**src/rtl/uart_rx.sv**
```systemverilog
// 8N1 UART receiver driven by a 16x oversampling tick: mid-bit sampling,
// LSB-first reassembly, one-cycle done / framing-error strobes.
module uart_rx #(
  parameter int DATA_BITS  = 8,
  parameter int OVERSAMPLE = 16
) (
  input  logic                 clk,
  input  logic                 reset,
  input  logic                 br_tick,
  input  logic                 rx,
  output logic [DATA_BITS-1:0] rx_data,
  output logic                 rx_done,
  output logic                 rx_busy,
  output logic                 frame_err
);

  localparam int TW = $clog2(OVERSAMPLE);
  localparam int BW = (DATA_BITS > 1) ? $clog2(DATA_BITS) : 1;
  localparam logic [TW-1:0] TICK_MID  = TW'(OVERSAMPLE / 2 - 1);
  localparam logic [TW-1:0] TICK_LAST = TW'(OVERSAMPLE - 1);
  localparam logic [BW-1:0] BIT_LAST  = BW'(DATA_BITS - 1);

  typedef enum logic [2:0] {
    IDLE  = 3'd0,
    START = 3'd1,
    DATA  = 3'd2,
    STOP  = 3'd3,
    BRK   = 3'd4
  } state_t;

  state_t                 state_q, state_d;
  logic                   rx_meta_q, rx_sync_q;
  logic [TW-1:0]          tick_q, tick_d;
  logic [BW-1:0]          bit_q, bit_d;
  logic [DATA_BITS-1:0]   shift_q, shift_d;
  logic [DATA_BITS-1:0]   data_q, data_d;
  logic                   done_q, done_d;
  logic                   err_q, err_d;

  // Synchronizer idles high so reset never looks like a start edge.
  always_ff @(posedge clk or posedge reset) begin
    if (reset) begin
      rx_meta_q <= 1'b1;
      rx_sync_q <= 1'b1;
    end else begin
      rx_meta_q <= rx;
      rx_sync_q <= rx_meta_q;
    end
  end

  always_ff @(posedge clk or posedge reset) begin
    if (reset) begin
      state_q <= IDLE;
      tick_q  <= '0;
      bit_q   <= '0;
      shift_q <= '0;
      data_q  <= '0;
      done_q  <= 1'b0;
      err_q   <= 1'b0;
    end else begin
      state_q <= state_d;
      tick_q  <= tick_d;
      bit_q   <= bit_d;
      shift_q <= shift_d;
      data_q  <= data_d;
      done_q  <= done_d;
      err_q   <= err_d;
    end
  end

  always_comb begin
    state_d = state_q;
    tick_d  = tick_q;
    bit_d   = bit_q;
    shift_d = shift_q;
    data_d  = data_q;
    done_d  = 1'b0;
    err_d   = 1'b0;

    case (state_q)
      IDLE: begin
        if (!rx_sync_q) begin
          state_d = START;
          tick_d  = '0;
        end
      end

      START: begin
        if (br_tick) begin
          if (tick_q == TICK_MID) begin
            tick_d = '0;
            bit_d  = '0;
            // A line that is high again at mid start bit was only a glitch.
            state_d = rx_sync_q ? IDLE : DATA;
          end else begin
            tick_d = tick_q + 1'b1;
          end
        end
      end

      DATA: begin
        if (br_tick) begin
          if (tick_q == TICK_LAST) begin
            tick_d  = '0;
            shift_d = {rx_sync_q, shift_q[DATA_BITS-1:1]};
            if (bit_q == BIT_LAST) begin
              state_d = STOP;
            end else begin
              bit_d = bit_q + 1'b1;
            end
          end else begin
            tick_d = tick_q + 1'b1;
          end
        end
      end

      STOP: begin
        if (br_tick) begin
          if (tick_q == TICK_LAST) begin
            tick_d = '0;
            bit_d  = '0;
            if (rx_sync_q) begin
              data_d  = shift_q;
              done_d  = 1'b1;
              state_d = IDLE;
            end else begin
              err_d   = 1'b1;
              state_d = BRK;
            end
          end else begin
            tick_d = tick_q + 1'b1;
          end
        end
      end

      // A held-low line must go high before another start can be seen.
      BRK: begin
        if (rx_sync_q) begin
          state_d = IDLE;
        end
      end

      default: begin
        state_d = IDLE;
        tick_d  = '0;
        bit_d   = '0;
      end
    endcase
  end

  assign rx_data   = data_q;
  assign rx_done   = done_q;
  assign frame_err = err_q;
  assign rx_busy   = (state_q != IDLE);

endmodule

```
**config.mk**
```make
export PLATFORM = sky130hd
export DESIGN_NAME = uart_rx
export DESIGN_NICKNAME = d
export VERILOG_FILES = /design/src/rtl/uart_rx.sv
export SDC_FILE = /design/constraint.sdc
export NUM_CORES = 1
export LEC_CHECK = 0
export ABC_AREA = 1
export CORE_UTILIZATION = 60
export CTS_CLUSTER_SIZE = 10
export DETAILED_ROUTE_END_ITERATION = 10
export HOLD_SLACK_MARGIN = 0.06
export PLACE_DENSITY = 0.91
export SYNTH_ARGS = -nofsm -noshare
export SYNTH_HDL_FRONTEND = slang
export SYNTH_SLANG_ARGS = --single-unit
```
**constraint.sdc**
```tcl
create_clock -name clk -period 3.4 [get_ports clk]
set_input_delay 0.34 -clock clk [delete_from_list [all_inputs] [get_ports clk]]
set_output_delay 0.34 -clock clk [all_outputs]
set_load 0.02 [all_outputs]
```
; ---- Word-level counts from Yosys, hierarchy flattened
; Index checks and enable logic that the tools add are counted.
[totals]
out_inout_bits = 11
wordCells = 74
regBits = 30
inputBits = 4
[op_classes]
addsub = 2
bitwise_logic = 2
n_eq_ne = 18
muxes = 34
reduce_logical = 9
[op_table]
columns = operator, n
row1 = 3-bit 2-to-1 mux, 17
row2 = 4-bit 2-to-1 mux, 5
row3 = "2-bit != test, second input constant", 10
row4 = 4-bit one-hot mux with 4 select lines, 1
row5 = 3-bit one-hot mux with 5 select lines, 1
row6 = 3-bit one-hot mux with 4 select lines, 1
row7 = 9-bit AND reduction, 1
row8 = 1-bit 2-to-1 mux, 8
row9 = 4-bit AND reduction, 2
row10 = 8-bit AND reduction, 1
row11 = "3-bit by 2-bit equality test with 1-bit output, second input constant", 2
row12 = "3-bit equality test, second input constant", 2
row13 = "4-bit by 1-bit adder with 4-bit output, second input constant", 1
row14 = "4-bit by 3-bit equality test with 1-bit output, second input constant", 1
row15 = "4-bit equality test, second input constant", 1
row16 = 2-bit OR reduction, 2
row17 = "3-bit by 1-bit adder with 3-bit output, second input constant", 1
row18 = "3-bit by 1-bit equality test with 1-bit output, second input constant", 1
row19 = 3-bit zero test, 1
row20 = 3-bit AND reduction, 1
row21 = 3-bit nonzero test, 1
row22 = 2-bit 2-to-1 mux, 1
row23 = "2-bit by 1-bit != test with 1-bit output, second input constant", 1
row24 = 1-bit NOT, 2

; ---- Depth between registers and ports, before layout
; Gate-level depths: netlist (run 1).
[depth]
depth_word = 5
ltp_mapped = 9

; ---- Worst setup path before layout (run 1)
; Ideal clock, no wire load.
[synth_path]
path_kind = register to register
start = register tick_q[0]
end = register data_q[1], in the netlist rx_data[1]
n_path_buf = 1
setup_time_ns = 0.118
arrival_ns = 1.220
synth_period_minus_slack_ns = 1.338
slack_ns = 2.062
stages_incl_launch_ff = 8
cell_sequence = dfrtp_1 > ha_1 > nand3_4 > nor2_8 > nand3_4 > buf_6 > nand2_2 > o21ai_2
[synth_via]
elab_chain_cells = 2
[synth_lines]
columns = item, line
row1 = from (decl), 33  ; logic [TW-1:0] tick_q, tick_d;
row2 = from (signal assigned), 62  ; tick_q <= tick_d;
row3 = 4-bit equality test, 119  ; if (tick_q == TICK_LAST) begin
row4 = 4-bit AND reduction (no line), --
row5 = to (signal assigned), 65  ; data_q <= data_d;
row6 = to (decl), 36  ; logic [DATA_BITS-1:0] data_q, data_d;
; No other way between the ends.
; A chain may end at the register's enable or synchronous reset.

; ---- Worst setup path after layout (run 1)
[layout_path]
start = register state_q[2]
end = output rx_busy
[layout_via]
elab_chain_cells = 1
[layout_lines]
columns = item, line
row1 = from (decl), 31  ; state_t state_q, state_d;
row2 = from (signal assigned), 61  ; state_q <= state_d;
row3 = 3-bit nonzero test, 154  ; assign rx_busy = (state_q != IDLE);
row4 = to (decl), 13  ; output logic rx_busy,
; No other way between the ends.

==> metrics.txt, run 1 <==
Vias/cell 5.20; Critical Path RT 3.06 ns; crit path cell chain nor2_4 > nand2_1 > clkdlybuf4s50_1; Leakage 0.851 nW; Worst Hold Class reg2reg; WP data arrival between 1.5 and 2 ns; design area roughly 1800 um2; drc violations 0; drt total wl 2890 um; largest net degree at the start of global routing 31; CP Launch Type flop; DP Area 1730 um2; CP max-delay cell clkdlybuf4s50_1; Cell Count, Final, Fillers Out 216; Hold-fix buffers, CTS 0; unrepaired setup endpoints after global routing no; outcome finished, final reports clean; period utilisation layout 0.621; skew final 0.00501 ns; Worst-path clk slew 0.10 ns; worst reg-to-reg setup slack 1.83 ns; setup bufs post-CTS 0; DRT antenna net count 0; drt wl/cell 13.4 um; Starting Density 0.637; GP Congestion 0.965; Setup crit end kind primary output; Cell Pwr Density 659 nW/um2; Post-Syn Area around 1600 um2; Seq/Total Area, Yosys 0.473; global-route wire length before repair 4800 um; Congestion Overflow GR 0; crit path buf inv count 1; Area growth syn-to-layout 15.3%; Post-synth EDFFs 0; Yosys cell types 26; Cells after Synth roughly 170; setup total negative slack 0 ns; VDD IR max 0.636 mV; first drt pass iteration count 7; GR Util All Layers 0.245; boundary pin count 15; Async S/R FF share, synth 1.00; die height 53.5 um; critical path's largest stage delay 0.54 ns; critical path type reg2out; Placed Cells 208; Die ar. 2860 um2; floorplan core area 2500 um2; Core Rows 18; H-tree depth 2; Iter 0 DRT Violations 23; Final Max Slew Viols 0; Clk Latency, worst-skew pair 0.33 ns; Worst Tran Pin Value 1.09 ns; share of cells above drive strength 1 0.280; Final min period 2.11 ns; ant diodes 0; buffers added on ports 14; Via Count approximately 1.1k; number of global-route vias before repair about 1.1k; # resized after CTS 0; clk sink count 30; dominant synthesized flop cell dfrtp_1; CTS tree yes; Setup violations, final 0; Top delay family on crit path buffers and inverters; initial antenna violation count 0; CTS root buf clkbuf_4; Mapped Nets between 150 and 200; CTS Buf Count 5; total chip power 1.21 mW; Rel. slew slack 0.275; Bufs on Longest Clock Path 2; Nets 192; max cap viols 0; Avg Cell Area, Syn about 9.5 um2; worst-path fanout max 9; DP HPWL roughly 2100 um; Final Hold Viols 0; flops & latches, synth 30; Fmax achieved between 0.4 and 0.5 GHz; YS warnings 0; Die Wd 53.5 um
## placed cells by master (no fill, tap or decap), types with 3 or more instances in the layout
cell,count
nand2_1,47
dfrtp_1,28
o21ai_2,16
nand3_1,14
clkdlybuf4s50_1,14
inv_1,13
nand2_2,9
nor2_4,6
nor2_1,5
clkbuf_4,5
nand3_4,3
inv_2,3
ha_1,3
## synthesized netlist by cell type (2+ instances only)
cell type	count	area [um2]
buf_6	4	45.0
dfrtp_1	28	701
dfstp_2	2	52.6
ha_1	3	37.5
inv_1	13	48.8
inv_2	3	11.3
inv_4	2	12.5
nand2_1	47	176
nand2_2	9	56.3
nand3_1	14	70.1
nand3_4	3	52.6
nand3b_1	2	15.0
nor2_1	5	18.8
nor2_4	6	67.6
o21ai_2	16	140
## power by group
group | internal (mW) | total (mW) | leakage (nW) | switching [mW]
combinational | 0.130 | 0.387 | 0.386 | 0.257
sequential | 0.390 | 0.445 | 0.407 | 0.0551
clock | 0.249 | 0.378 | 0.0585 | 0.129
total | 0.769 | 1.21 | 0.851 | 0.441
## routing by layer
metal / share of wire / track usage / vias up / wire, um
met3: 0.036 / 0.0891 / 4 / 105
met2: 0.55 / 0.431 / 20 / 1590
met4: 0.011 / 0.0702 / 0 / 31
met1: 0.40 / 0.274 / 526 / 1160
li1: - / - / 573 / -
met5: 0 / 0 / - / 0
## final timing paths
check / depth (start not counted) / from / end
max reg2reg: 8 / tick_q[0] / bit_q[1]
max: 3 / state_q[2] / rx_busy
min reg2reg: 0 / rx_meta_q / rx_sync_q
min in group asynchronous: 2 / reset / shift_q[0]
min: 0 / rx_meta_q / rx_sync_q
max in group asynchronous: 2 / reset / state_q[1]
## layout make-up
class	instances	area (um2)
Sequential cell	30	753
Multi-Input combinational cell	115	718
Fill cell	175	663
Timing Repair Buffer	14	140
Inverter	19	76.3
Clock inverter	2	60.1
Clock buffer	6	51.3
Tap cell	30	37.5
## flip-flops by register name (all words and copies together) (netlist names)
signal and cells:
state_q 3, rx_meta_q 1, rx_data 8, bit_q 3, frame_err 1, tick_q 4, rx_done 1, shift_q 8
rx_sync_q 1
## logic make-up (layout without fill, tap and decap cells)
logic type	after synthesis	after routing	share of synthesized area
adder cells (fa/ha/maj)	3	3	0.0236
buffers and inverters	23	41	0.0762
flip-flops	30	30	0.473
AND/OR/NAND/NOR	90	90	0.313
AO/OA/AOI/OAI	20	20	0.104
XOR/XNOR	2	2	0.0110
## stage by stage
step	hold slack [ns]	setup WS, ns	utilization
after global routing	0.366	1.20	0.735
final	0.367	1.29	0.735
after detailed placement	0.347	1.66	0.690
after global placement	0.346	1.70	0.690
after CTS	0.366	1.27	0.735
after floorplan	0.344	2.06	-
Power figures use the tool's default switching activity.
==> inputs of run 2 (changes only) <==
--- a/config.mk
+++ b/config.mk
@@ -6,11 +6,11 @@
 export NUM_CORES = 1
 export LEC_CHECK = 0
 export ABC_AREA = 1
-export CORE_UTILIZATION = 60
+export CORE_UTILIZATION = 56
 export CTS_CLUSTER_SIZE = 10
 export DETAILED_ROUTE_END_ITERATION = 10
 export HOLD_SLACK_MARGIN = 0.06
-export PLACE_DENSITY = 0.91
+export PLACE_DENSITY = 0.86
 export SYNTH_ARGS = -nofsm -noshare
 export SYNTH_HDL_FRONTEND = slang
 export SYNTH_SLANG_ARGS = --single-unit
==> constraint.sdc (replaced) <==
create_clock -name clk -period 2.1 [get_ports clk]
set_input_delay 0.21 -clock clk [delete_from_list [all_inputs] [get_ports clk]]
set_output_delay 0.21 -clock clk [all_outputs]
set_load 0.02 [all_outputs]
==> run 2 against run 1 <==
Against the previous run:
- via count up 1.9%
- combinational power up 62%
- cell area up 0.95%
- utilization down 1.9 points
- first-iteration DRC count up 140%
- clock skew up 0.0021 ns
- global-route usage down 3.1 points
- sequential share of layout area down 0.39 points
- critical endpoint unchanged
==> metrics.txt, run 2 (synthesis gave the netlist of run 1 again) <==
outcome finished, final reports clean (unchanged); Core Rows 18 (unchanged); Rel. slew slack 0.728 (was 0.275); drt total wl 2850 um (was 2890 um); number of global-route vias before repair 1137 (was 1138); Final Max Slew Viols 0 (unchanged); WP data arrival 1.76 ns (was 1.77 ns); Worst Tran Pin Value 0.409 ns (was 1.09 ns); CP startpoint state_q[2] (unchanged); Final min period 1.97 ns; critical path type reg2out (unchanged); ant diodes 0 (unchanged); Vias/cell 5.25 (was 5.20); GR Util All Layers 0.214 (was 0.245); setup bufs post-CTS 0 (unchanged); reg2reg path depth 6 (was 8); Worst-path clk slew 0.10 ns (about the same); Cell Pwr Density 1060 nW/um2 (was 659 nW/um2); DP HPWL 2100 um (was 2110 um); worst reg2reg endpoint shift_q[4] (was bit_q[1]); Area growth syn-to-layout 16.4% (was 15.3%); Hold Startpoint rx (was rx_meta_q); Logic pwr share 0.321 (was 0.320); clk sink count 30 (unchanged); boundary pin count 15 (unchanged); worst reg-to-reg setup slack 0.56 ns (was 1.83 ns); Worst R2R Start tick_q[0] (unchanged); unrepaired setup endpoints after global routing no (unchanged); Critical Path RT 1.89 ns (was 3.06 ns); Setup crit end kind primary output (unchanged); DRT antenna net count 0 (unchanged); Starting Density 0.615 (was 0.637); Die ar. 3060 um2 (was 2860 um2); commonest non-fill, non-tap cells in the layout 47 x nand2_1, 28 x dfrtp_1, 16 x o21ai_2 (unchanged); drc violations 0 (unchanged); worst-path fanout max 9 (unchanged); Leakage 0.860 nW (was 0.851 nW); setup total negative slack 0 ns (unchanged); skew final 0.00714 ns (was 0.00501 ns); CTS Buf Count 5 (unchanged); CTS root buf clkbuf_4 (unchanged); Via Count 1144 (was 1123); VDD IR max 0.899 mV (was 0.636 mV); Fmax achieved 0.507 GHz; Hold Crit Depth 1 (was 0); Iter 0 DRT Violations 55 (was 23); clock network power share 0.311 (was 0.312); floorplan core area 2590 um2 (was 2500 um2); first drt pass iteration count 4 (was 7); period utilisation layout 0.940; Bufs on Longest Clock Path 2 (unchanged); share of cells above drive strength 1 0.282 (was 0.280); # resized after CTS 0 (unchanged); initial antenna violation count 0 (unchanged); Hold-fix buffers, CTS 1 (was 0); die height 55.3 um (was 53.5 um); switching part of the total 0.363 (was 0.365); Nets 194 (was 192); share of power burned in registers 0.368 (about the same); Die Wd 55.3 um (was 53.5 um); largest net degree at the start of global routing 27 (was 31); CTS tree yes (unchanged); buffers added on ports 14 (unchanged); GP Congestion 0.821 (was 0.965); Setup violations, final 0 (unchanged); Sw Pwr 0.711 mW (was 0.441 mW); global-route wire length before repair 5040 um (was 4800 um); commonest non-fill, non-tap cell in the layout nand2_1 (unchanged); CP Launch Type flop (unchanged); max cap viols 0 (unchanged); cell internal pwr 1.25 mW (was 0.769 mW); worst setup path endpoint rx_busy (unchanged); Clk Latency, worst-skew pair 0.33 ns (about the same); Worst Hold Class in2reg (was reg2reg); Congestion Overflow GR 0 (unchanged); drt wl/cell 13.1 um (was 13.4 um); post-layout util 0.716 (was 0.735); Final Hold Viols 0 (unchanged); H-tree depth 2 (unchanged)
## run 2: stage by stage
stage                     setup slack (ns)  hold WS, ns  std cells  power, mW  cell area [um2]
after detailed placement             0.487        0.349        209       1.35             1730
after floorplan                      0.762        0.214        168       1.23             1590
final                                0.127        0.274        218       1.96             1850
after global routing                0.0590        0.271        218       2.08             1850
after global placement               0.525        0.346        209       1.32             1730
after CTS                            0.113        0.264        218       1.97             1850
## run 2: worst min-delay path by stage
stage | end | slack [ns]
final | rx_meta_q | 0.27
after floorplan | rx_meta_q | 0.21
after global routing | rx_meta_q | 0.27
after detailed placement | rx_sync_q | 0.35
after global placement | rx_sync_q | 0.35
after CTS | rx_meta_q | 0.26
## run 2: final cells by class
type	instances	area, um2
flip-flops and latches	30	753
fillers	196	736
multi-input cells	115	718
repair buffers	16	158
inverters	19	76.3
clock inverters	2	60.1
clock buffers	6	51.3
well taps	30	37.5
## run 2: routing by layer
metal  wire length [um]  track usage
met4                 48       0.0821
met2               1480        0.349
met5                  0            0
met3                108       0.0679
met1               1210        0.263
## run 2: critical path, cell delays in order, from the launching register on
cell and delay (ns):
dfrtp_1 0.53, nor2_4 0.29, nand2_1 0.08, clkdlybuf4s50_1 0.54
## run 2: power groups by stage
stage          Combinational (mW)  Sequential, mW  Clock [mW]
2_1_floorplan               0.539           0.693           0
3_3_place_gp                0.598           0.725           0
3_5_place_dp                0.619           0.731           0
4_1_cts                     0.628           0.721       0.621
5_1_grt                     0.703           0.730       0.646
6_report                    0.628           0.721       0.609
==> inputs of run 3 (changes only) <==
--- a/config.mk
+++ b/config.mk
@@ -10,7 +10,7 @@
 export CTS_CLUSTER_SIZE = 10
 export DETAILED_ROUTE_END_ITERATION = 10
 export HOLD_SLACK_MARGIN = 0.06
-export PLACE_DENSITY = 0.86
+export PLACE_DENSITY_LB_ADDON = 0.12
 export SYNTH_ARGS = -nofsm -noshare
 export SYNTH_HDL_FRONTEND = slang
 export SYNTH_SLANG_ARGS = --single-unit
==> run 3 against run 2 <==
Against the previous run:
- flip-flop and latch count unchanged
- combinational power down 3%
- total power down 15%
- setup slack better by 0.018 ns
- global-route usage down 2.5 points
- final cell count down 0.46%
- clock power down 44%
- maximum frequency up 0.92%
- sequential share of layout area up 1.4 points
- first-iteration DRC count down 31%
- critical endpoint unchanged
- largest cell class unchanged
==> metrics.txt, run 3 (synthesis gave the netlist of run 1 again) <==
CTS Buf Count 5 (unchanged); Vias/cell 5.19 (was 5.25); drc violations 0 (unchanged); setup bufs post-CTS 0 (unchanged); worst reg2reg endpoint bit_q[0] (was shift_q[4]); commonest non-fill, non-tap cells in the layout 47 x nand2_1, 28 x dfrtp_1, 16 x o21ai_2 (unchanged); die height 55.3 um (unchanged); Fin Hold WS 0.271 ns (was 0.274 ns); critical path type reg2out (unchanged); number of global-route vias before repair 1105 (was 1137); CTS tree yes (unchanged); Fmax achieved 0.512 GHz (was 0.507 GHz); total chip power 1.67 mW (was 1.96 mW); Bufs on Longest Clock Path 2 (unchanged); Worst R2R Start tick_q[0] (unchanged); Congestion Overflow GR 0 (unchanged); Final WS setup 0.145 ns (was 0.127 ns); Final Max Slew Viols 0 (unchanged); Setup crit end kind primary output (unchanged); Worst-path clk slew 0.09 ns (was 0.10 ns); WP data arrival 1.74 ns (was 1.76 ns); design area 1790 um2 (was 1850 um2); buffers added on ports 14 (unchanged); Clk Latency, worst-skew pair 0.31 ns (was 0.33 ns); ant diodes 0 (unchanged); DRT antenna net count 0 (unchanged); Cell Pwr Density 933 nW/um2 (was 1060 nW/um2); post-place setup slack 0.487 ns (about the same); Worst Tran Pin Value 0.398 ns (was 0.409 ns); worst-path fanout max 9 (unchanged); unrepaired setup endpoints after global routing no (unchanged); clk sink count 30 (unchanged); share of cells above drive strength 1 0.273 (was 0.282); skew final 0.0103 ns (was 0.00714 ns); Core Rows 18 (unchanged); DP HPWL 1850 um (was 2100 um); H-tree depth 2 (unchanged); period utilisation layout 0.931 (was 0.940); Critical Path RT 1.89 ns (about the same); Setup violations, final 0 (unchanged); initial antenna violation count 0 (unchanged); Hold-fix buffers, CTS 0 (was 1); outcome finished, final reports clean (unchanged); drt wl/cell 11.5 um (was 13.1 um); largest net degree at the start of global routing 31 (was 27); Die ar. 3060 um2 (unchanged); Final min period 1.95 ns (was 1.97 ns); Worst Hold Class in2async (was in2reg); Via Count 1126 (was 1144); Area growth syn-to-layout 12.5% (was 16.4%); # resized after CTS 0 (unchanged); setup total negative slack 0 ns (unchanged); GP Congestion 0.860 (was 0.821); first drt pass iteration count 4 (unchanged); Iter 0 DRT Violations 38 (was 55); reg2reg path depth 8 (was 6); Leakage 0.830 nW (was 0.860 nW); global-route wire length before repair 4680 um (was 5040 um); Nets 193 (was 194); drt total wl 2490 um (was 2850 um); CP startpoint state_q[2] (unchanged); DP Area 1730 um2 (unchanged); floorplan core area 2590 um2 (unchanged); boundary pin count 15 (unchanged); Rel. slew slack 0.735 (was 0.728); Final Hold Viols 0 (unchanged); CP Launch Type flop (unchanged); CTS root buf clkbuf_4 (unchanged); worst reg-to-reg setup slack 0.58 ns (was 0.56 ns); GR Util All Layers 0.189 (was 0.214); Die Wd 55.3 um (unchanged); worst setup path endpoint rx_busy (unchanged); VDD IR max 0.696 mV (was 0.899 mV); Starting Density 0.615 (unchanged); max cap viols 0 (unchanged); commonest non-fill, non-tap cell in the layout nand2_1 (unchanged)
## run 3: cell type report
class / instances / area (um2)
sequential: 30 / 753
clock buffer: 8 / 58.8
timing repair buffer: 15 / 148
inverter: 19 / 76.3
tap: 30 / 37.5
multi-input combinational: 115 / 718
fill: 218 / 798
## run 3: critical path, stage by stage, from the launching register on
cell and delay (ns):
dfrtp_1 0.53, nor2_4 0.29, nand2_1 0.08, clkdlybuf4s50_1 0.54
## run 3: worst min path at each step
stage / to / slack (ns) / cells after the start
floorplan: rx_meta_q / 0.21 / 0
global placement: rx_sync_q / 0.35 / 0
detailed placement: rx_sync_q / 0.35 / 0
CTS: rx_data[0] / 0.27 / 3
global route: rx_meta_q / 0.28 / 1
finish: rx_data[0] / 0.27 / 3
## run 3: per-layer routing
layer | up-vias | global-route usage | part of all wire
met3 | 5 | 0.0585 | 0.043
met5 | - | 0 | 0
li1 | 570 | - | -
met2 | 30 | 0.299 | 0.49
met4 | 0 | 0.0679 | 0.0084
met1 | 521 | 0.244 | 0.46
## run 3: report_power, final
part | switching [mW] | leakage [nW] | internal, mW
Clock | 0.176 | 0.0326 | 0.165
Combinational | 0.398 | 0.391 | 0.212
Sequential | 0.0903 | 0.407 | 0.631
## run 3: stage by stage
stage          std cells  utilization
3_3_place_gp         209        0.669
5_1_grt              217        0.692
3_5_place_dp         209        0.669
4_1_cts              217        0.692
6_report             217        0.692
2_1_floorplan        168            -
